**src/rtl/run_sequencer.sv**
```systemverilog
// Game-level sequencer for the T-Rex runner: IDLE/RUN/DEAD control, frame tick,
// score/speed keeping, LFSR-randomised obstacle spawning and jump pulse generation.
module run_sequencer #(
  parameter int unsigned FRAME_DIV  = 416667,
  parameter int unsigned SCORE_MAX  = 9999,
  parameter int unsigned SPEED_STEP = 100,
  parameter int unsigned MAX_LEVEL  = 7,
  parameter int unsigned GAP_MIN    = 40
) (
  input  logic        clk,
  input  logic        reset,
  input  logic        start,
  input  logic        jump_btn,
  input  logic        collided,
  output logic [2:0]  state,
  output logic        run,
  output logic        dead,
  output logic        frame_tick,
  output logic [13:0] score,
  output logic [2:0]  speed,
  output logic        spawn,
  output logic [1:0]  spawn_type,
  output logic        jump
);

  localparam int unsigned FW = (FRAME_DIV > 1) ? $clog2(FRAME_DIV) : 1;
  localparam int unsigned SW = (SPEED_STEP > 1) ? $clog2(SPEED_STEP) : 1;
  localparam int unsigned GW = $clog2(GAP_MIN + 32) + 1;

  typedef enum logic [2:0] {
    S_IDLE = 3'b000,
    S_RUN  = 3'b001,
    S_DEAD = 3'b100
  } state_t;

  state_t        r_state;
  state_t        w_next;
  logic [FW-1:0] r_fcnt;
  logic [SW-1:0] r_step;
  logic [GW-1:0] r_gap;
  logic [15:0]   r_lfsr;
  logic          r_jb_q;

  logic          w_jb_rise;
  logic          w_enter_run;
  logic          w_tick_now;
  logic          w_spawn_now;
  logic          w_lfsr_fb;
  logic [GW-1:0] w_spd2;
  logic [GW-1:0] w_reload;

  assign w_jb_rise   = jump_btn & ~r_jb_q;
  assign w_lfsr_fb   = r_lfsr[15] ^ r_lfsr[13] ^ r_lfsr[12] ^ r_lfsr[10];
  assign w_enter_run = (w_next == S_RUN) && (r_state != S_RUN);
  assign w_tick_now  = (r_state == S_RUN) && start && (r_fcnt == FW'(FRAME_DIV - 1));
  assign w_spawn_now = w_tick_now && (r_gap == GW'(1));
  // Entry reload sees the freshly cleared speed; spawn reload sees the pre-tick speed.
  assign w_spd2      = w_enter_run ? '0 : GW'({r_speed_dbl_src(speed), 1'b0});
  assign w_reload    = GW'(GAP_MIN) + GW'(r_lfsr[4:0]) - w_spd2;

  function automatic logic [2:0] r_speed_dbl_src(input logic [2:0] v);
    return v;
  endfunction

  assign state = r_state;

  always_comb begin
    w_next = r_state;
    if (!start) begin
      w_next = S_IDLE;
    end else begin
      case (r_state)
        S_IDLE:  w_next = S_RUN;
        S_RUN:   if (collided) w_next = S_DEAD;
        S_DEAD:  if (w_jb_rise && !collided) w_next = S_RUN;
        default: w_next = S_IDLE;
      endcase
    end
  end

  always_ff @(posedge clk or negedge reset) begin
    if (!reset) begin
      r_state <= S_IDLE;
    end else begin
      r_state <= w_next;
    end
  end

  always_ff @(posedge clk or negedge reset) begin
    if (!reset) begin
      run        <= 1'b0;
      dead       <= 1'b0;
      frame_tick <= 1'b0;
      score      <= '0;
      speed      <= '0;
      spawn      <= 1'b0;
      spawn_type <= '0;
      jump       <= 1'b0;
      r_fcnt     <= '0;
      r_step     <= '0;
      r_gap      <= '0;
      r_lfsr     <= 16'hACE1;
      r_jb_q     <= 1'b0;
    end else begin
      run        <= (w_next == S_RUN);
      dead       <= (w_next == S_DEAD);
      frame_tick <= w_tick_now;
      spawn      <= w_spawn_now;
      spawn_type <= w_spawn_now ? r_lfsr[6:5] : 2'b00;
      jump       <= w_jb_rise && (r_state == S_RUN) && !collided;
      r_lfsr     <= {r_lfsr[14:0], w_lfsr_fb};
      r_jb_q     <= jump_btn;

      if (w_enter_run) begin
        r_fcnt <= '0;
        r_step <= '0;
        score  <= '0;
        speed  <= '0;
        r_gap  <= w_reload;
      end else if ((r_state == S_RUN) && start) begin
        r_fcnt <= (w_tick_now || (w_next != S_RUN)) ? '0 : r_fcnt + 1'b1;
        if (w_tick_now) begin
          if (score < 14'(SCORE_MAX)) begin
            score <= score + 1'b1;
          end
          if (r_step == SW'(SPEED_STEP - 1)) begin
            r_step <= '0;
            if (speed < 3'(MAX_LEVEL)) begin
              speed <= speed + 1'b1;
            end
          end else begin
            r_step <= r_step + 1'b1;
          end
          r_gap <= w_spawn_now ? w_reload : r_gap - 1'b1;
        end
      end else begin
        r_fcnt <= '0;
      end
    end
  end

endmodule
```
**config.mk**
```make
export PLATFORM = sky130hd
export DESIGN_NAME = run_sequencer
export DESIGN_NICKNAME = d
export VERILOG_FILES = /design/src/rtl/run_sequencer.sv
export SDC_FILE = /design/constraint.sdc
export NUM_CORES = 1
export LEC_CHECK = 0
export ABC_AREA = 1
export CAP_MARGIN = 25
export CORE_MARGIN = 2
export CORE_UTILIZATION = 64
export CTS_CLUSTER_DIAMETER = 200
export DETAILED_ROUTE_END_ITERATION = 6
export GPL_TIMING_DRIVEN = 0
export PLACE_DENSITY = 0.89
export SETUP_SLACK_MARGIN = 0.05
export SLEW_MARGIN = 20
export SYNTH_ARGS = -nofsm -noshare
export SYNTH_HDL_FRONTEND = slang
export SYNTH_SLANG_ARGS = --single-unit
```
**constraint.sdc**
```tcl
create_clock -name clk -period 8.15 [get_ports clk]
set_input_delay 2.0375 -clock clk [delete_from_list [all_inputs] [get_ports clk]]
set_output_delay 2.0375 -clock clk [all_outputs]
set_load 0.01 [all_outputs]
```
==> results by stage, run 1 <==
Status:
- The run finished with clean final reports.

CTS:
- After clock tree synthesis, the clock-pin slew on the worst setup and hold paths is 0.07 ns.
- The TritonCTS clock tree is built.
- The number of clock buffers added by TritonCTS is 9.
- In this run, post-CTS repair resized a total of 0 instances.
- The later pin in the worst-skew pair is clocked with a latency of 0.35 ns.
- For this design, the CTS-stage hold fixing added 0 buffers.
- The clock passes through at most 2 buffers.
- The post-CTS setup repair buffer count is 0.
- The tree is rooted in a sky130_fd_sc_hd__clkbuf_8.
- The number of H-tree levels is 3.
- Counting every sink on the clock net gives 78.

Synthesis:
- The number of nets handed over by synthesis was 549.
- In the post-synthesis netlist, the biggest area contributors are sky130_fd_sc_hd__dfrtp_1 40%, sky130_fd_sc_hd__nand2_1 10%, sky130_fd_sc_hd__nand3_1 6.0%.
- The Yosys step of the flow raised 0 warnings.
- The gate count of the mapped netlist is 529.
- Counting flops with a built-in enable in the synthesized netlist gives 0.
- After synthesis, the share of flip-flops with an asynchronous set or reset is 1.00.
- The cell area that synthesis handed to floorplanning was 4410 sq um.
- Synthesis inferred 78 register bits.
- The share of the yosys chip area belonging to registers is 0.445.
- For this run, the leading register cell type out of synthesis is sky130_fd_sc_hd__dfrtp_1.
- The fraction of synthesized cell area taken by the top area cell type is 0.397.
- Each instance of the synthesized netlist takes up on average 8.34 sq um.
- The cell taking the most area after synthesis is sky130_fd_sc_hd__dfrtp_1.
- The count of cell types in the netlist is 39.

Placement:
- The count of input and output buffers is 31.
- The number of placed instances, taps included is 641.
- Routability-driven placement finished with a final weighted congestion of 0.952.
- The post-placement setup slack is 3.27 ns.
- Once detailed placement completed, the half-perimeter wirelength came to 6840 um.
- The instance area after placement is 4840 sq um.

Global route:
- The overflow left after global routing is 0.
- Entering global routing, the biggest net connects 44 pins.
- The all-layer global routing usage is 0.271.
- The number of global-route vias before repair is 3624.
- The global-route wire length before repair is 16100 um.
- The initial antenna violation count was 0.

STA:
- The post-route clock skew is 0.00895 ns.
- The time the final worst path needs with I/O delays and setup is 4.55 ns.
- The number of max-slew violations in the final report is 0.
- The actual slew at the worst max-slew pin is 0.617 ns.
- The setup violation total in the final timing report is 0.
- Adding up every negative setup slack in the final design gives 0 ns.
- Setup slack closes at 3.60 ns.
- Setup repair after global routing left no endpoint under its margin.
- The maximum clock frequency is 0.220 GHz.
- Of the available clock period, the critical path in the final layout requires 0.558.
- The count of final hold-check violations was 0.
- The remaining max-slew budget at the tightest pin is 0.586.

Finish:
- The most frequent standard cell in the layout excluding fill and tap cells is sky130_fd_sc_hd__nand2_1.
- The area of all placed cells without fillers is 5040 sq um.
- Of the cells placed in the final design, the portion with a size suffix greater than 1 is 0.123.
- Leaving out fill and tap cells, the most frequent cells in the layout are 123 x sky130_fd_sc_hd__nand2_1, 70 x sky130_fd_sc_hd__dfrtp_1, 59 x sky130_fd_sc_hd__inv_1, 56 x sky130_fd_sc_hd__nor2_1, 53 x sky130_fd_sc_hd__nand3_1.
- The count of fill cells added during filler insertion is 480.
- The final layout contains 592 nets.
- The area growth from synthesis to layout is 14.2%.
- After the flow finishes, the layout carries non-filler instances totaling 657.
- The number of diodes added for antenna fixing is 0.

Min path:
- The worst hold path terminates at r_lfsr[10].
- The path class of the tightest hold or removal check is flip-flop to flip-flop.
- The number of cells on the worst hold path is 0.
- The startpoint identified for the worst hold timing path is r_lfsr[9].

Setup path:
- For the worst setup path, the data arrival time is 4.79 ns.
- The startpoint-to-endpoint class of the critical path is input pin to flip-flop.
- Of all nets on the critical path, the largest fanout is 10.
- The origin of the critical flop-to-flop path is state[1].
- In this design, the stage delay of the slowest critical-path cell is 0.50 ns.
- The master of the slowest instance on the critical path is sky130_fd_sc_hd__clkdlybuf4s50_1.
- The source of the critical timing path is jump_btn.
- The critical path goes through clkdlybuf4s50_1, nand3_1, nand2_1, nand2_1, nand2_2, nand3_4, buf_6, buf_6, nand2_1, inv_1, ha_1, inv_1, ha_1, a21oi_1, nand2_1, xnor2_1, nand2_1, nand3_1, nand2_1.
- The capture point of the worst reg-to-reg path is r_gap[4].
- The critical path endpoint category is a flip-flop.
- Counting both buffers and inverters, the worst setup path holds a total of 5.
- STA puts the critical path data required time at 8.39 ns.
- The worst setup path is launched from an input pin.
- In this design, the largest share of critical-path delay is due to simple AND/OR/NAND/NOR gates.
- Among the stages of the critical path, the cell type that occurs most often is sky130_fd_sc_hd__nand2_1.
- Setup slack on the worst reg-to-reg path comes out at 5.11 ns.
- For the worst flop-to-flop path, the logic depth is 17.

Route:
- The count of nets left with antenna violations once routing finished came out at 0.
- The average wire per cell in the routed design is 14.4 um.
- Dividing the detail-routed via count by the number of cells gives 5.67.
- Summing over every cut layer, the via total after detailed routing is 3728.
- After the first detailed-routing iteration, the DRC count stood at 297.
- The number of remaining DRC errors is 0.
- The routed design has 9450 um of wire.
- The length of the first detailed-routing pass in iterations is 5.

Die:
- The area of the placeable core is 6720 sq um.
- The die covers 7570 sq um.
- The floorplan step set the die width to 87 um.
- The initial core utilization is 0.656.
- The die extent in y is 87 um.
- The number of top-level pins is 32.
- The placement row count is 30.

Power:
- Summed over all cells, the static leakage comes to 2.27 nW.
- The maximum ir drop on the vdd rail is 0.153 mV.
- The power per cell area is 182 nW/um^2.

Flow run:
- Across the run, the number of max-cap violations was 0.
Yosys cell counts, drive strengths merged, types with 8 or more instances:
cell / n
buf: 10
dfrtp: 70
nand2: 130
o21ai: 10
nor2: 66
a21oi: 10
inv: 59
nand3: 65
nand4: 14
dfstp: 8
nand3b: 12
ha: 14
nor3: 15
xor2: 23
final cells by class:
cell class                      count  area [sq um]  area share
Inverter                           60           230      0.0457
Buffer                             10          96.3      0.0191
Sequential cell                    78          1960       0.389
Clock buffer                       12           155      0.0308
Tap cell                           80           100      0.0199
Clock inverter                      4          45.0     0.00894
Timing Repair Buffer               32           328      0.0651
Multi-Input combinational cell    381          2120       0.421
power by group:
| group | switching (mW) | leakage [nW] | total, mW | internal [mW] |
|---|---|---|---|---|
| clock | 0.136 | 0.106 | 0.293 | 0.157 |
| sequential | 0.0275 | 1.04 | 0.438 | 0.410 |
| combinational | 0.106 | 1.12 | 0.188 | 0.0816 |
| total | 0.270 | 2.27 | 0.919 | 0.648 |
through the flow:
stage                     total power [mW]  hold slack, ns  utilization
after floorplan                      0.571           0.331            -
after global placement               0.616           0.338        0.717
after detailed placement             0.629           0.338        0.720
after CTS                            0.922           0.357        0.750
after global routing                 0.968           0.368        0.750
final                                0.919           0.357        0.750
sequential cells by signal, summed over array words and instances (netlist names):
| name | cells |
|---|---|
| dead | 1 |
| r_fcnt | 19 |
| state | 3 |
| r_step | 7 |
| r_lfsr | 16 |
| spawn | 1 |
| score | 14 |
| speed | 3 |
| spawn_type | 2 |
| jump | 1 |
| frame_tick | 1 |
| r_jb_q | 1 |
| run | 1 |
| r_gap | 8 |
cells by family after synthesis:
family / after synthesis / synth area share
AO/OA/AOI/OAI: 26 / 0.0341
XOR/XNOR: 30 / 0.0596
adder cells (fa/ha/maj): 15 / 0.0443
buffers and inverters: 70 / 0.0741
flip-flops: 78 / 0.445
other: 1 / 0.000850
AND/OR/NAND/NOR: 309 / 0.342
metal layers:
metal | vias up | wire, um | part of all wire | track usage
li1 | 1791 | - | - | -
met1 | 1747 | 4070 | 0.43 | 0.354
met2 | 152 | 4620 | 0.49 | 0.446
met3 | 38 | 477 | 0.050 | 0.0351
met4 | 0 | 282 | 0.030 | 0.134
met5 | - | 0 | 0 | 0
worst max-delay path by stage:
stage / depth (start not counted) / slack [ns] / to
after global routing: 20 / 3.39 / r_gap[6]
final: 19 / 3.60 / r_gap[4]
after global placement: 1 / 2.48 / r_lfsr[2]
after floorplan: 19 / 4.04 / r_gap[6]
after detailed placement: 19 / 3.27 / r_gap[4]
after CTS: 20 / 3.63 / r_gap[4]
(Power assumes the default switching activity.)
==> run 2, diff against run 1 <==
Settings changed: CORE_UTILIZATION 64 to 59, PLACE_DENSITY 0.89 to 0.83.
Clock period 8.15 ns to 4.5 ns, I/O delays scaled along.
==> run 2 against run 1 <==
Global-route usage is 3.0 points lower. Non-clock buffer count stayed put. Critical path depth grew 1. Setup slack got worse by 2.7 ns. First-iteration DRC count down 17%. Routed wire length fell by 4.4%. Cell count rose by 2.9%. Die area increased by 8.1%. Clock-buffer cell count decreased by 2. Hold slack about the same. Clock skew is 0.00085 ns lower. Via count decreased by 2.0%. Largest cell class unchanged. Highest routed layer unchanged.
==> results by stage, run 2 (synthesis gave the netlist of run 1 again) <==
Status:
- The run finished with clean final reports.

Power:
- The static leakage is 2.25 nW.
- Of the total power, registers draw 0.496.
- Dividing total power by cell area gives a power density of 317 nW/um^2.
- Of the total power, the share spent switching nets is 0.310.
- Of the total power, the clock network draws 0.294.
- For this design the total switching power over the nets is 496 uW.
- Internal power comes to 1.10 mW.
- Of the total power, combinational logic draws 0.210.
- The maximum ir drop on the vdd rail is 0.231 mV.

Setup path:
- The startpoint type of the worst setup path is an input pin.
- The critical path starts at collided.
- The startpoint identified for the worst register-to-register timing path is state[2].
- In this design, the stage delay of the slowest critical-path cell is 0.43 ns.
- The cell with the most instances on the worst path is sky130_fd_sc_hd__nand2_1.
- The setup slack of the most critical reg-to-reg path is 1.50 ns.
- The worst register-to-register path has a depth of 17.
- The worst endpoint required time is 4.74 ns.
- Among all stages on the critical path, the largest delay is contributed by sky130_fd_sc_hd__clkdlybuf4s50_1.
- In this run the worst setup path terminates at r_gap[6].
- The capture point of the worst reg-to-reg path is r_gap[6].
- Data on the critical path arrives at its endpoint at 3.88 ns.
- The top fanout value on the critical path is 10.
- Walking the worst path, the cells encountered are clkdlybuf4s50_1, inv_1, nand3_1, nand2_1, nand2_1, nand2_2, nand3_4, buf_6, buf_6, nand2_1, inv_1, ha_1, inv_1, ha_1, a21oi_1, nand2_1, a22oi_1, nand2_1, nand3_1, nand2_1.
- The critical path endpoint category is a flip-flop.
- The critical path is of the input pin to flip-flop type.

Finish:
- Summing all multi-input logic gate instances after layout gives 2120 sq um.
- In the final layout, the registers with the most flip-flops are r_fcnt x19, r_lfsr x16, score x14.
- The count of fill cells added during filler insertion is 573.
- Registers take 1960 sq um.
- The signed area change from the synthesized netlist to the final layout is 14.4%.
- The share of layout cells above drive strength 1 is 0.125.
- In the layout the commonest cells are 123 x sky130_fd_sc_hd__nand2_1, 70 x sky130_fd_sc_hd__dfrtp_1, 59 x sky130_fd_sc_hd__inv_1, 56 x sky130_fd_sc_hd__nor2_1, 53 x sky130_fd_sc_hd__nand3_1.
- The most flop-heavy register is r_fcnt.
- The net total in the final layout is 592.
- 0 antenna diodes ended up in the layout.
- The most frequent standard cell in the layout excluding fill and tap cells is sky130_fd_sc_hd__nand2_1.
- The flip-flop count of the largest register, all copies and words added is 19.

STA:
- The number of max-slew violations in the final report is 0.
- The worst setup slack after layout is 0.862 ns.
- Clock skew on the completed layout was measured at 0.00810 ns.
- Setup repair after global routing left no endpoint under its margin.
- The count of final hold-check violations is 0.
- The setup violation total in the final timing report is 0.
- Static timing analysis puts the maximum clock frequency at 0.275 GHz.
- In the finished design, the share of the clock period the worst path needs comes to 0.808.
- Measured against its own limit, the worst slew margin works out to 0.624.
- The summed negative setup slack over all endpoints is 0 ns.
- The actual slew at the worst max-slew pin is 0.559 ns.
- The time the final worst path needs with I/O delays and setup is 3.64 ns.

CTS:
- The number of buffers on the longest clock path is 2.
- The TritonCTS clock tree is built.
- The count of cells resized by post-cts repair is 0.
- Clock tree synthesis found a total of 78 sinks.
- The post-CTS setup repair buffer count is 0.
- The H-tree was split into 3 levels.
- In this run, CTS created clock tree buffers numbering 9.
- At the later pin of the worst-skew pair, clock insertion delay measures 0.35 ns.
- The hold-fix buffer count after cts is 0.
- Clock-pin slew was measured on the worst setup and hold paths at 0.08 ns.
- The cell at the root of the clock tree is sky130_fd_sc_hd__clkbuf_8.

Route:
- Dividing the detail-routed wire length by the instance count gives 13.4 um.
- Summed over all layers, the routed wires come to 9030 um.
- The count of nets left with antenna violations once routing finished came out at 0.
- After detailed routing, the number of vias per cell comes to 5.41.
- The routed layout has 3655 vias.
- In this run, the number of DRC markers left after iteration 0 of detailed routing was 246.
- In the routed design, unresolved DRC markers number 0.
- The length of the first detailed-routing pass in iterations is 5.

Die:
- The die is 90.5 um wide.
- The initial core utilization is 0.608.
- The number of top-level pins is 32.
- The die extent in y is 90.5 um.
- After floorplanning, the core was divided into 31 placement rows.
- The die covers 8180 sq um.
- The region available for standard cell placement spans 7250 sq um.

Flow run:
- Across the run, the number of max-cap violations was 0.

Global route:
- The all-layer global routing usage is 0.241.
- The number of global-route vias before repair is 3619.
- The initial antenna violation count is 0.
- Entering global routing, the biggest net connects 59 pins.
- The first global-routing pass estimated 16200 um of wire.
- Summed over all layers, the global routing overflow is 0.

Placement:
- Before CTS, the worst setup slack after placement is 0.536 ns.
- Once detailed placement completed, the half-perimeter wirelength came to 6530 um.
- The count of input and output buffers is 31.
- The congestion estimate from routability-driven global placement came to 0.934.

Min path:
- The type of the most critical hold path is flip-flop to flip-flop.
-- run 2: changes by cell type in the layout (fill, tap and decap cells not counted) --
| cell | delta |
|---|---|
| sky130_fd_sc_hd__clkinvlp_4 | +3 |
| sky130_fd_sc_hd__buf_16 | +1 |
| sky130_fd_sc_hd__bufinv_16 | -1 |
| sky130_fd_sc_hd__clkbuf_8 | -1 |
| sky130_fd_sc_hd__buf_12 | -1 |
| sky130_fd_sc_hd__clkbuf_1 | -1 |
-- run 2: worst min-delay path by stage --
stage / from / to / slack (ns) / cells after the start
final: r_lfsr[8] / r_lfsr[9] / 0.36 / 0
after global routing: r_lfsr[6] / r_lfsr[7] / 0.37 / 0
after global placement: r_lfsr[9] / r_lfsr[10] / 0.34 / 0
after CTS: r_lfsr[8] / r_lfsr[9] / 0.36 / 0
after detailed placement: r_lfsr[8] / r_lfsr[9] / 0.34 / 0
after floorplan: r_lfsr[8] / r_lfsr[9] / 0.33 / 0
-- run 2: routing by layer --
metal	up-vias	part of all wire	track usage
met2	109	0.48	0.396
met3	18	0.049	0.0484
met4	0	0.019	0.0974
li1	1793	-	-
met5	-	0	0
met1	1735	0.46	0.314
-- run 2: worst max-delay path: cells and delay by family --
family | cells | cell delay (ns)
fa+ha+maj | 2 | 0.61
compound gates | 2 | 0.32
simple gates | 10 | 0.88
buf+inv | 6 | 0.95
-- run 2: power groups by stage --
stage	clock, mW	combinational [mW]	sequential, mW
finish	0.471	0.335	0.793
global route	0.512	0.382	0.799
CTS	0.485	0.335	0.791
detailed placement	0	0.331	0.803
global placement	0	0.316	0.803
floorplan	0	0.235	0.799
-- run 2: cell type report --
| cell class | instances | share of cell area |
|---|---|---|
| Tap cell | 99 | 0.0246 |
| Clock inverter | 6 | 0.00744 |
| Sequential cell | 78 | 0.389 |
| Inverter | 60 | 0.0456 |
| Multi-Input combinational cell | 381 | 0.420 |
| Clock buffer | 10 | 0.0273 |
| Timing Repair Buffer | 32 | 0.0665 |
| Buffer | 10 | 0.0191 |
-- run 2: through the flow --
step                hold slack, ns  power [mW]  utilization  area (sq um)  instances
global placement             0.340        1.12        0.668          4840        659
floorplan                    0.331        1.03            -          4410        529
global route                 0.365        1.69        0.695          5040        676
CTS                          0.358        1.61        0.695          5040        676
detailed placement           0.342        1.13        0.671          4870        660
finish                       0.357        1.60        0.695          5040        676
==> run 3, diff against run 2 <==
Clock period 4.5 ns to 3.6 ns, I/O delays scaled along.
==> run 3 against run 2 <==
First-iteration DRC count increased by 2.4%. Combinational power increased by 28%. Core utilization increased by 0.60 points. Sequential power increased by 25%. Total power increased by 26%. Non-clock buffer count increased by 3. Via count increased by 0.74%. Sequential share of layout area decreased by 0.33 points. Clock skew increased by 0.00060 ns. Critical path type unchanged. Critical endpoint is now r_gap[5]. Largest cell class unchanged.
==> results by stage, run 3 (synthesis gave the netlist of run 1 again) <==
Finish:
- In the layout the commonest cells are 123 x sky130_fd_sc_hd__nand2_1, 70 x sky130_fd_sc_hd__dfrtp_1, 59 x sky130_fd_sc_hd__inv_1, 56 x sky130_fd_sc_hd__nor2_1, 53 x sky130_fd_sc_hd__nand3_1.
- The most flop-heavy register is r_fcnt.
- Leaving out fill and tap cells, the most frequent cell in the layout is sky130_fd_sc_hd__nand2_1.
- In the final design database the tool counted 595 nets.
- Counting the fill cells in the layout gives 567.
- The signed area change from the synthesized netlist to the final layout is 15.4%.
- In the final layout, the share of cells above drive strength 1 is 0.133.
- Leaving out filler cells and counting taps, the final layout contains 679.
- The largest registers in the layout are r_fcnt x19, r_lfsr x16, score x14.
- The register with the most flip-flops in the layout has 19 of them.
- The finished cells cover 5090 sq um.
- The number of diodes added for antenna fixing is 0.
- The final cell utilization of the core is 0.701.

CTS:
- Clock-pin slew was measured on the worst setup and hold paths at 0.08 ns.
- In this run the number of H-tree levels came out at 3.
- The latest clock arrival within the worst-skew pair is 0.35 ns.
- The number of buffers on the longest clock path is 2.
- TritonCTS created 9 clock buffers.
- The hold-fix buffer count after cts is 0.
- The cell at the root of the clock tree is sky130_fd_sc_hd__clkbuf_8.
- TritonCTS built the clock tree.
- The tree built by TritonCTS fans out to 78 sinks.

Route:
- The average vias per placed instance is 5.42.
- The length of the first detailed-routing pass in iterations is 5.
- The detailed router finished its first iteration with 252 violations.
- The final layout contains routed wiring with a total length of 9100 um.
- The routed layout has 3682 vias.
- The number of remaining DRC errors is 0.
- The average wire per cell in the routed design is 13.4 um.
- The remaining antenna violation count after routing is 0.

STA:
- Measured against its own limit, the worst slew margin works out to 0.627.
- The count of final hold-check violations is 0.
- The actual slew at the worst max-slew pin is 0.555 ns.
- Setup repair after global routing left no endpoint under its margin.
- After routing, the total negative slack on setup checks comes to 0 ns.
- Derived from the worst setup path, the maximum achievable clock frequency is 0.303 GHz.
- Between clock sinks in the finished design, the worst skew comes to 0.00870 ns.
- The worst hold slack is 0.356 ns.
- Of the available clock period, the critical path in the final layout requires 0.917.
- The worst setup slack after layout is 0.300 ns.
- The number of max-slew violations in the final report was 0.
- The setup violation total in the final timing report is 0.
- The time the final worst path needs with I/O delays and setup is 3.30 ns.

Die:
- The number of top-level pins is 32.
- From left edge to right edge, the die measures 90.5 um.
- The area of the placeable core is 7250 sq um.
- The placement row count is 31.
- The die covers 8180 sq um.
- The initial utilization of the core area, before any placement, comes to 0.608.
- The die extent in y is 90.5 um.

Power:
- The sum of internal, switching and leakage power is 2.01 mW.
- The analysis attributes to cell leakage a power of 2.26 nW.
- The power per cell area is 395 nW/um^2.
- Across the VDD grid, the largest voltage drop is 0.291 mV.

Setup path:
- The critical path endpoint category is a flip-flop.
- STA classifies the critical path startpoint as an input pin.
- The arrival time at the worst endpoint is 3.55 ns.
- In this run the worst path has a maximum fanout of 10.
- The setup slack of the most critical reg-to-reg path is 0.73 ns.
- The worst endpoint required time is 3.85 ns.
- The startpoint-to-endpoint class of the critical path is input pin to flip-flop.

Global route:
- For this run the aggregate overflow at the end of global routing stands at 0.
- The initial antenna violation count is 0.
- The first global-routing pass estimated 16200 um of wire.
- In the global route stage, overall resource usage came out at 0.241.
- The number of global-route vias before repair is 3619.
- Entering global routing, the biggest net connects 59 pins.

Placement:
- Routability-driven placement finished with a final weighted congestion of 0.934.
- The wire-length estimate of the detail-placed layout is 6530 um.
- After detailed placement, the design holds a cell count of 660.
- The instance area after placement is 4870 sq um.
- The count of input and output buffers is 31.
- OpenSTA, run right after detailed placement, puts the worst setup slack at -0.139 ns.

Flow run:
- The total of max-cap violations is 0.

Min path:
- The type of the most critical hold path is flip-flop to flip-flop.

Status:
- The run finished with clean final reports.
==> run 3: cell count changes in the layout (fill, tap and decap cells not counted), sizes merged <==
cell	before	now
buf	12	15
==> run 3: area by class of cell <==
cell class,count,area (sq um),share of cell area
multi-input combinational,381,2140,0.420
timing repair buffer,35,358,0.0703
clock inverter,6,37.5,0.00738
sequential,78,1960,0.386
buffer,10,100,0.0197
tap,99,124,0.0243
inverter,60,230,0.0453
clock buffer,10,138,0.0271
==> run 3: repair_timing <==
action                     4_1_cts  5_1_grt
setup endpoints to repair        0        3
setup buffers                    0        3
resized for setup                0        3
==> run 3: final timing paths <==
path / endpoint / start / cells past startpoint
worst max-delay path: r_gap[5] / collided / 18
worst max register to register: r_gap[6] / state[2] / 17
min in group asynchronous: r_fcnt[2] / reset / 1
max in group asynchronous: r_lfsr[5] / reset / 2
worst min-delay path: r_lfsr[9] / r_lfsr[8] / 0
worst min register to register: r_lfsr[9] / r_lfsr[8] / 0
==> run 3: worst max-delay path: stages <==
cell and delay, ns:
sky130_fd_sc_hd__clkdlybuf4s50_1 0.49, sky130_fd_sc_hd__inv_1 0.07, sky130_fd_sc_hd__nand3_1 0.09, sky130_fd_sc_hd__nand2_1 0.06, sky130_fd_sc_hd__nand2_1 0.12, sky130_fd_sc_hd__nand2_2 0.08
sky130_fd_sc_hd__nand3_4 0.09, sky130_fd_sc_hd__buf_8 0.15, sky130_fd_sc_hd__buf_6 0.15, sky130_fd_sc_hd__nand2_1 0.07, sky130_fd_sc_hd__ha_1 0.32, sky130_fd_sc_hd__fa_1 0.46
sky130_fd_sc_hd__nand3_1 0.09, sky130_fd_sc_hd__nand2_1 0.06, sky130_fd_sc_hd__xor2_1 0.13, sky130_fd_sc_hd__nand2_1 0.08, sky130_fd_sc_hd__nand3_1 0.07, sky130_fd_sc_hd__nand2_1 0.05
==> run 3: metal layers <==
| layer | global-route usage | vias up | wire [um] |
|---|---|---|---|
| li1 | - | 1795 | - |
| met1 | 0.314 | 1743 | 4100 |
| met2 | 0.396 | 124 | 4300 |
| met3 | 0.0484 | 20 | 518 |
| met4 | 0.0974 | 0 | 190 |
| met5 | 0 | - | 0 |
==> run 3: power by group <==
part           switching, mW  internal, mW  total (mW)
Sequential            0.0618         0.928       0.990
Clock                  0.324         0.265       0.589
Combinational          0.238         0.192       0.430
Total                  0.624          1.39        2.01
==> edit 1, RTL diff (config.mk and constraints of run 3) <==
Put one more register stage on the output `score`, with the module's reset. The value now appears one clock later. The other outputs are not delayed to match.
--- a/src/rtl/run_sequencer.sv
+++ b/src/rtl/run_sequencer.sv
@@ -32,6 +32,8 @@
     S_RUN  = 3'b001,
     S_DEAD = 3'b100
   } state_t;
+
+  logic [13:0] score_s0;
 
   state_t        r_state;
   state_t        w_next;
@@ -91,7 +93,7 @@
       run        <= 1'b0;
       dead       <= 1'b0;
       frame_tick <= 1'b0;
-      score      <= '0;
+      score_s0   <= '0;
       speed      <= '0;
       spawn      <= 1'b0;
       spawn_type <= '0;
@@ -114,14 +116,14 @@
       if (w_enter_run) begin
         r_fcnt <= '0;
         r_step <= '0;
-        score  <= '0;
+        score_s0 <= '0;
         speed  <= '0;
         r_gap  <= w_reload;
       end else if ((r_state == S_RUN) && start) begin
         r_fcnt <= (w_tick_now || (w_next != S_RUN)) ? '0 : r_fcnt + 1'b1;
         if (w_tick_now) begin
-          if (score < 14'(SCORE_MAX)) begin
-            score <= score + 1'b1;
+          if (score_s0 < 14'(SCORE_MAX)) begin
+            score_s0 <= score_s0 + 1'b1;
           end
           if (r_step == SW'(SPEED_STEP - 1)) begin
             r_step <= '0;
@@ -139,4 +141,12 @@
     end
   end
 
+  always_ff @(posedge clk or negedge reset) begin
+    if (!reset) begin
+      score <= '0;
+    end else begin
+      score <= score_s0;
+    end
+  end
+
 endmodule
Behaviour: no difference found for any inputs over 10 cycles, from zero or initial values and one cycle with reset low; that may be too few to reach the edited logic, so the function may still have changed.
==> edit 1 against run 3 <==
  * Total power rose by 22%
  * Synthesized area rose by 7.6%
  * Sequential cell count grew 14
  * Setup slack got worse by 0.0053 ns
  * Combinational power rose by 22%
  * Routed wire length up 3.9%
  * Cell area up 6.6%
  * Critical path type unchanged
==> edit 1: results (changes against run 3) <==
Clock skew: 0.009827 ns (+0.001124 ns)
Cell-internal power: 0.001704 W (+23%)
DRT Pass-1 Iters: 5 (unchanged)
CP arrival: 3.55 ns (about the same)
Normalized max-slew margin: 61.48% (-1.3 points)
IO buf count: 31 (unchanged)
GPL Wtd Cong: 0.9195 (-1.6%)
Gr usage total: 23.58% (-0.50 points)
Dpl hpwl: 6887 um (+5.4%)
WL/cell: 13.36 um (-0.31%)
First-pass GRT wire length: 16370 um (+1.3%)
Final nets: 621 (+4.4%)
Total CTS buffers: 9 (unchanged)
Static Leak: 2.539 nW (+12%)
Vias per cell: 5.349 (-1.4%)
Max VDD drop: 0.0003478 V (+19%)
Final Total Pwr: 0.002453 W (+22%)
Outcome: finished, final reports clean
Xor/xnor share of the synthesized area: 5.539% (-0.42 points)
Largest regs: r_fcnt: 19 flops, r_lfsr: 16 flops
Combinational power share: 21.4% (about the same)
Layout cells sized above 1: 10.40% (-2.9 points)
Seq pwr share: 49.3% (about the same)
Adder-cell share of the synthesized area: 4.115% (-0.31 points)
Clk root buf: clkbuf_8
Initial DRC Count: 246 (-2.4%)
Post-synth cell types: 36 (-7.7%)
Post-synthesis sequential area ratio: 48.75% (+4.3 points)
Vias in the first global route: 3706 (+2.4%)
Top cells by count, synth: nand2_1 (134), dfrtp_1 (84), nor2_1 (71)
Initial antenna violation count: 0 (unchanged)
Ranking of synthesized cells by area: dfrtp_1 (44%), nand2_1 (11%), nand3_1 (6.1%), nor2_1 (5.6%), inv_1 (5.2%)
Largest net degree at the start of global routing: 56 (-5.1%)
Synth Area in Compound Gates: 4.484% (+1.1 points)
Syn Nets: 579 (+5.5%)
Hold Path Class: reg2reg
CP Max Fanout: 19 (+9)
-- edit 1: cell types whose count changed after synthesis, moves of 5 or more --
cell,before,now
nand2_2,6,0
dfrtp_1,70,84
nand2_1,123,134
nand3_1,53,58
inv_1,59,66
nand4_1,14,19
o21ai_2,1,10
nand3_2,10,3
nor2_1,56,71
nand3b_1,12,0
-- edit 1: final cells by class --
| type | count | area [um2] |
|---|---|---|
| Fill cell | 589 | 2342 |
| Clock buffer | 10 | 137.6 |
| Clock inverter | 6 | 71.32 |
| Buffer | 8 | 75.07 |
| Tap cell | 102 | 127.6 |
| Timing Repair Buffer | 32 | 335.3 |
| Sequential cell | 92 | 2312 |
| Inverter | 68 | 255.2 |
| Multi-Input combinational cell | 390 | 2111 |
-- edit 1: cell families (layout without fill, tap and decap cells) --
group | count (synthesis) | count (layout)
other | 1 | 1
and+or+nand+nor | 312 | 312
adders and majority gates | 15 | 15
xor gates and xnor gates | 30 | 30
DFF | 92 | 92
AOI/OAI and AO/OA | 32 | 32
buffers and inverters | 77 | 124
-- edit 1: worst paths after layout --
kind                       slack, ns  depth (start not counted)  startpoint    endpoint
setup reg to reg                0.89                         14    state[1]    r_gap[5]
hold / removal                  0.37                          0  r_lfsr[14]  r_lfsr[15]
hold reg to reg                 0.37                          0  r_lfsr[14]  r_lfsr[15]
setup / recovery                0.30                         17    collided    r_gap[5]
min in group asynchronous       0.51                          1       reset    state[1]
max in group asynchronous       2.42                          2       reset  r_lfsr[15]
-- edit 1: timing repair --
action	4_1_cts	5_1_grt
pin swaps	0	0
endpoints found under the setup margin	1	1
resized for setup	0	3
setup buffers	0	0
-- edit 1: per-layer routing --
metal / track usage [%] / up-vias / wire length (um)
met5: 0 / - / 0
met4: 9.662 / 0 / 174
met3: 3.371 / 15 / 393
met2: 40.29 / 106 / 4645
li1: - / 1860 / -
met1: 30.28 / 1806 / 4247
-- edit 1: per-stage QoR --
step	worst slack [ns]	cells	cell area, um2
5_1_grt	0.06144	708	5425
4_1_cts	0.1805	708	5410
6_report	0.2950	708	5425
2_1_floorplan	0.5056	559	4743
3_5_place_dp	-0.3520	693	5206
3_3_place_gp	-1.601	692	5181
-- edit 1: worst max-delay path, stage by stage --
cell and delay (ns):
clkdlybuf4s50_1 0.45, inv_1 0.06, nand3_1 0.06, nand2_1 0.07, nand2_1 0.06, nand2_1 0.09
nand3_4 0.12, buf_8 0.19, nand2_1 0.08, ha_1 0.34, fa_1 0.48, a21oi_1 0.15
o21ai_0 0.12, xor2_1 0.15, nand2_1 0.06, nand3_1 0.07, nand2_1 0.05
==> edit 2, RTL diff (flow settings as in run 3) <==
Made on the original files. The parameter `FRAME_DIV` goes from 416667 to 208333.
--- a/src/rtl/run_sequencer.sv
+++ b/src/rtl/run_sequencer.sv
@@ -1,7 +1,7 @@
 // Game-level sequencer for the T-Rex runner: IDLE/RUN/DEAD control, frame tick,
 // score/speed keeping, LFSR-randomised obstacle spawning and jump pulse generation.
 module run_sequencer #(
-  parameter int unsigned FRAME_DIV  = 416667,
+  parameter int unsigned FRAME_DIV  = 208333,
   parameter int unsigned SCORE_MAX  = 9999,
   parameter int unsigned SPEED_STEP = 100,
   parameter int unsigned MAX_LEVEL  = 7,
Check against the original RTL: no difference found for any inputs over 10 cycles, from zero or initial values and one cycle with reset low; that may be too few to reach the edited logic, so the function may still have changed.
==> edit 2 against run 3 <==
  * Critical path depth is the same
  * Setup slack better by 0.089 ns
  * Synthesized area fell by 4.4%
  * Total power up 7.3%
  * Routed wire length fell by 6.1%
  * Hold slack better by 0.0023 ns
  * Via count down 4.3%
  * Largest cell class unchanged
  * Synthesized cell count is 1.7% lower
  * Die area fell by 4.2%
  * First-iteration DRC count fell by 15%
  * Sequential cell count is 1 lower
  * Cell area fell by 3.9%
==> edit 2: results (changes against run 3) <==
Max VDD drop: 0.0003049 V (+4.7%)
Largest regs: r_fcnt: 18 flops, r_lfsr: 16 flops, score: 14 flops
Xor/xnor share of the synthesized area: 6.649% (+0.69 points)
Largest net degree at the start of global routing: 41 (-31%)
Top cells by count, synth: nand2_1 (139), dfrtp_1 (69), inv_1 (58)
Adder-cell share of the synthesized area: 4.630% (+0.20 points)
Static Leak: 2.294 nW (+1.3%)
Vias in the first global route: 3351 (-7.4%)
P_sw: 0.0006000 W (-3.8%)
First-pass GRT wire length: 14900 um (-7.8%)
Cell family with most CP delay: buffers and inverters
Vias per cell: 5.322 (-1.9%)
Synth Area in Compound Gates: 3.324% (-0.081 points)
Syn Nets: 540 (-1.6%)
Ranking of synthesized cells by area: dfrtp_1 (41%), nand2_1 (12%), nand3_1 (5.7%), inv_1 (5.2%), dfstp_2 (5.0%)
Clk root buf: clkbuf_8
Slew @ Worst Pin: 0.5060 ns (-0.04875 ns)
Final Setup Violations: 0 (unchanged)
Clk Latency, worst-skew pair: 0.35 ns (about the same)
Filler cell count: 527 (-7.1%)
CP Max Fanout: 19 (+9)
Post-synthesis sequential area ratio: 45.95% (+1.5 points)
Gr usage total: 24.41% (+0.33 points)
Initial DRC Count: 215 (-15%)
Overall routed net length: 8551 um (-6.1%)
GPL Wtd Cong: 0.9076 (-2.9%)
Final nets: 582 (-2.2%)
Post-synth cell types: 34 (-13%)
Outcome: finished, final reports clean
Clock skew: 0.005320 ns (-0.003383 ns)
Dpl hpwl: 6171 um (-5.6%)
-- edit 2: cell types whose count changed after synthesis, sizes merged, moves of 2 or more --
cell / delta
nand3: -15
a21oi: -6
o21ai: +3
or2: -2
a21boi: +2
nand4: +2
nor2: -9
nor4: -2
xnor2: +3
o21bai: +2
nand2: +13
inv: +4
-- edit 2: power by group through the flow --
stage	logic [W]	registers [W]	clock network, W
3_5_place_dp	0.000426	0.000992	0
2_1_floorplan	0.000307	0.000985	0
6_report	0.000427	0.000980	0.000749
5_1_grt	0.000498	0.000985	0.000800
3_3_place_gp	0.000410	0.000987	0
4_1_cts	0.000432	0.000978	0.000767
-- edit 2: per-layer routing --
| metal | vias up | wire length, um | share of wire [%] | GRT usage (%) |
|---|---|---|---|---|
| li1 | 1737 | - | - | - |
| met5 | - | 0 | 0 | 0 |
| met4 | 0 | 136 | 1.6 | 8.402 |
| met3 | 12 | 494 | 5.8 | 5.504 |
| met2 | 125 | 4052 | 47 | 39.64 |
| met1 | 1649 | 3868 | 45 | 32.50 |
-- edit 2: metrics by stage --
stage                     cells  area, um2  hold slack, ns  power, W
after floorplan             520       4215          0.3312  0.001292
after global routing        662       4891          0.3743  0.002284
after detailed placement    648       4663          0.3457  0.001417
final                       662       4891          0.3587  0.002156
after global placement      647       4646          0.3393  0.001398
after CTS                   663       4896          0.3626  0.002176
-- edit 2: final timing paths --
check	start	end	slack [ns]	cells after the start
worst max-delay path	collided	r_gap[5]	0.39	18
worst min-delay path	r_lfsr[9]	r_lfsr[10]	0.36	0
worst max register to register	state[1]	r_gap[6]	0.94	18
worst min register to register	r_lfsr[9]	r_lfsr[10]	0.36	0
max in group asynchronous	reset	r_step[1]	2.52	2
min in group asynchronous	reset	r_fcnt[17]	0.51	1
-- edit 2: cells by family after synthesis --
logic type / count (synthesis)
AO/OA/AOI/OAI: 24
XOR/XNOR: 32
adder cells (fa/ha/maj): 15
buffers and inverters: 74
flip-flops: 77
other: 1
AND/OR/NAND/NOR: 297
-- edit 2: cell type report --
class / count / area, um2 / share of cell area, %
plain buffers: 9 / 75.07 / 1.535
repair buffers: 32 / 327.8 / 6.702
flip-flops and latches: 77 / 1937 / 39.60
inverters: 64 / 240.2 / 4.912
clock buffers: 12 / 165.2 / 3.377
well taps: 96 / 120.1 / 2.456
multi-input cells: 369 / 1958 / 40.04
clock inverters: 3 / 67.56 / 1.381
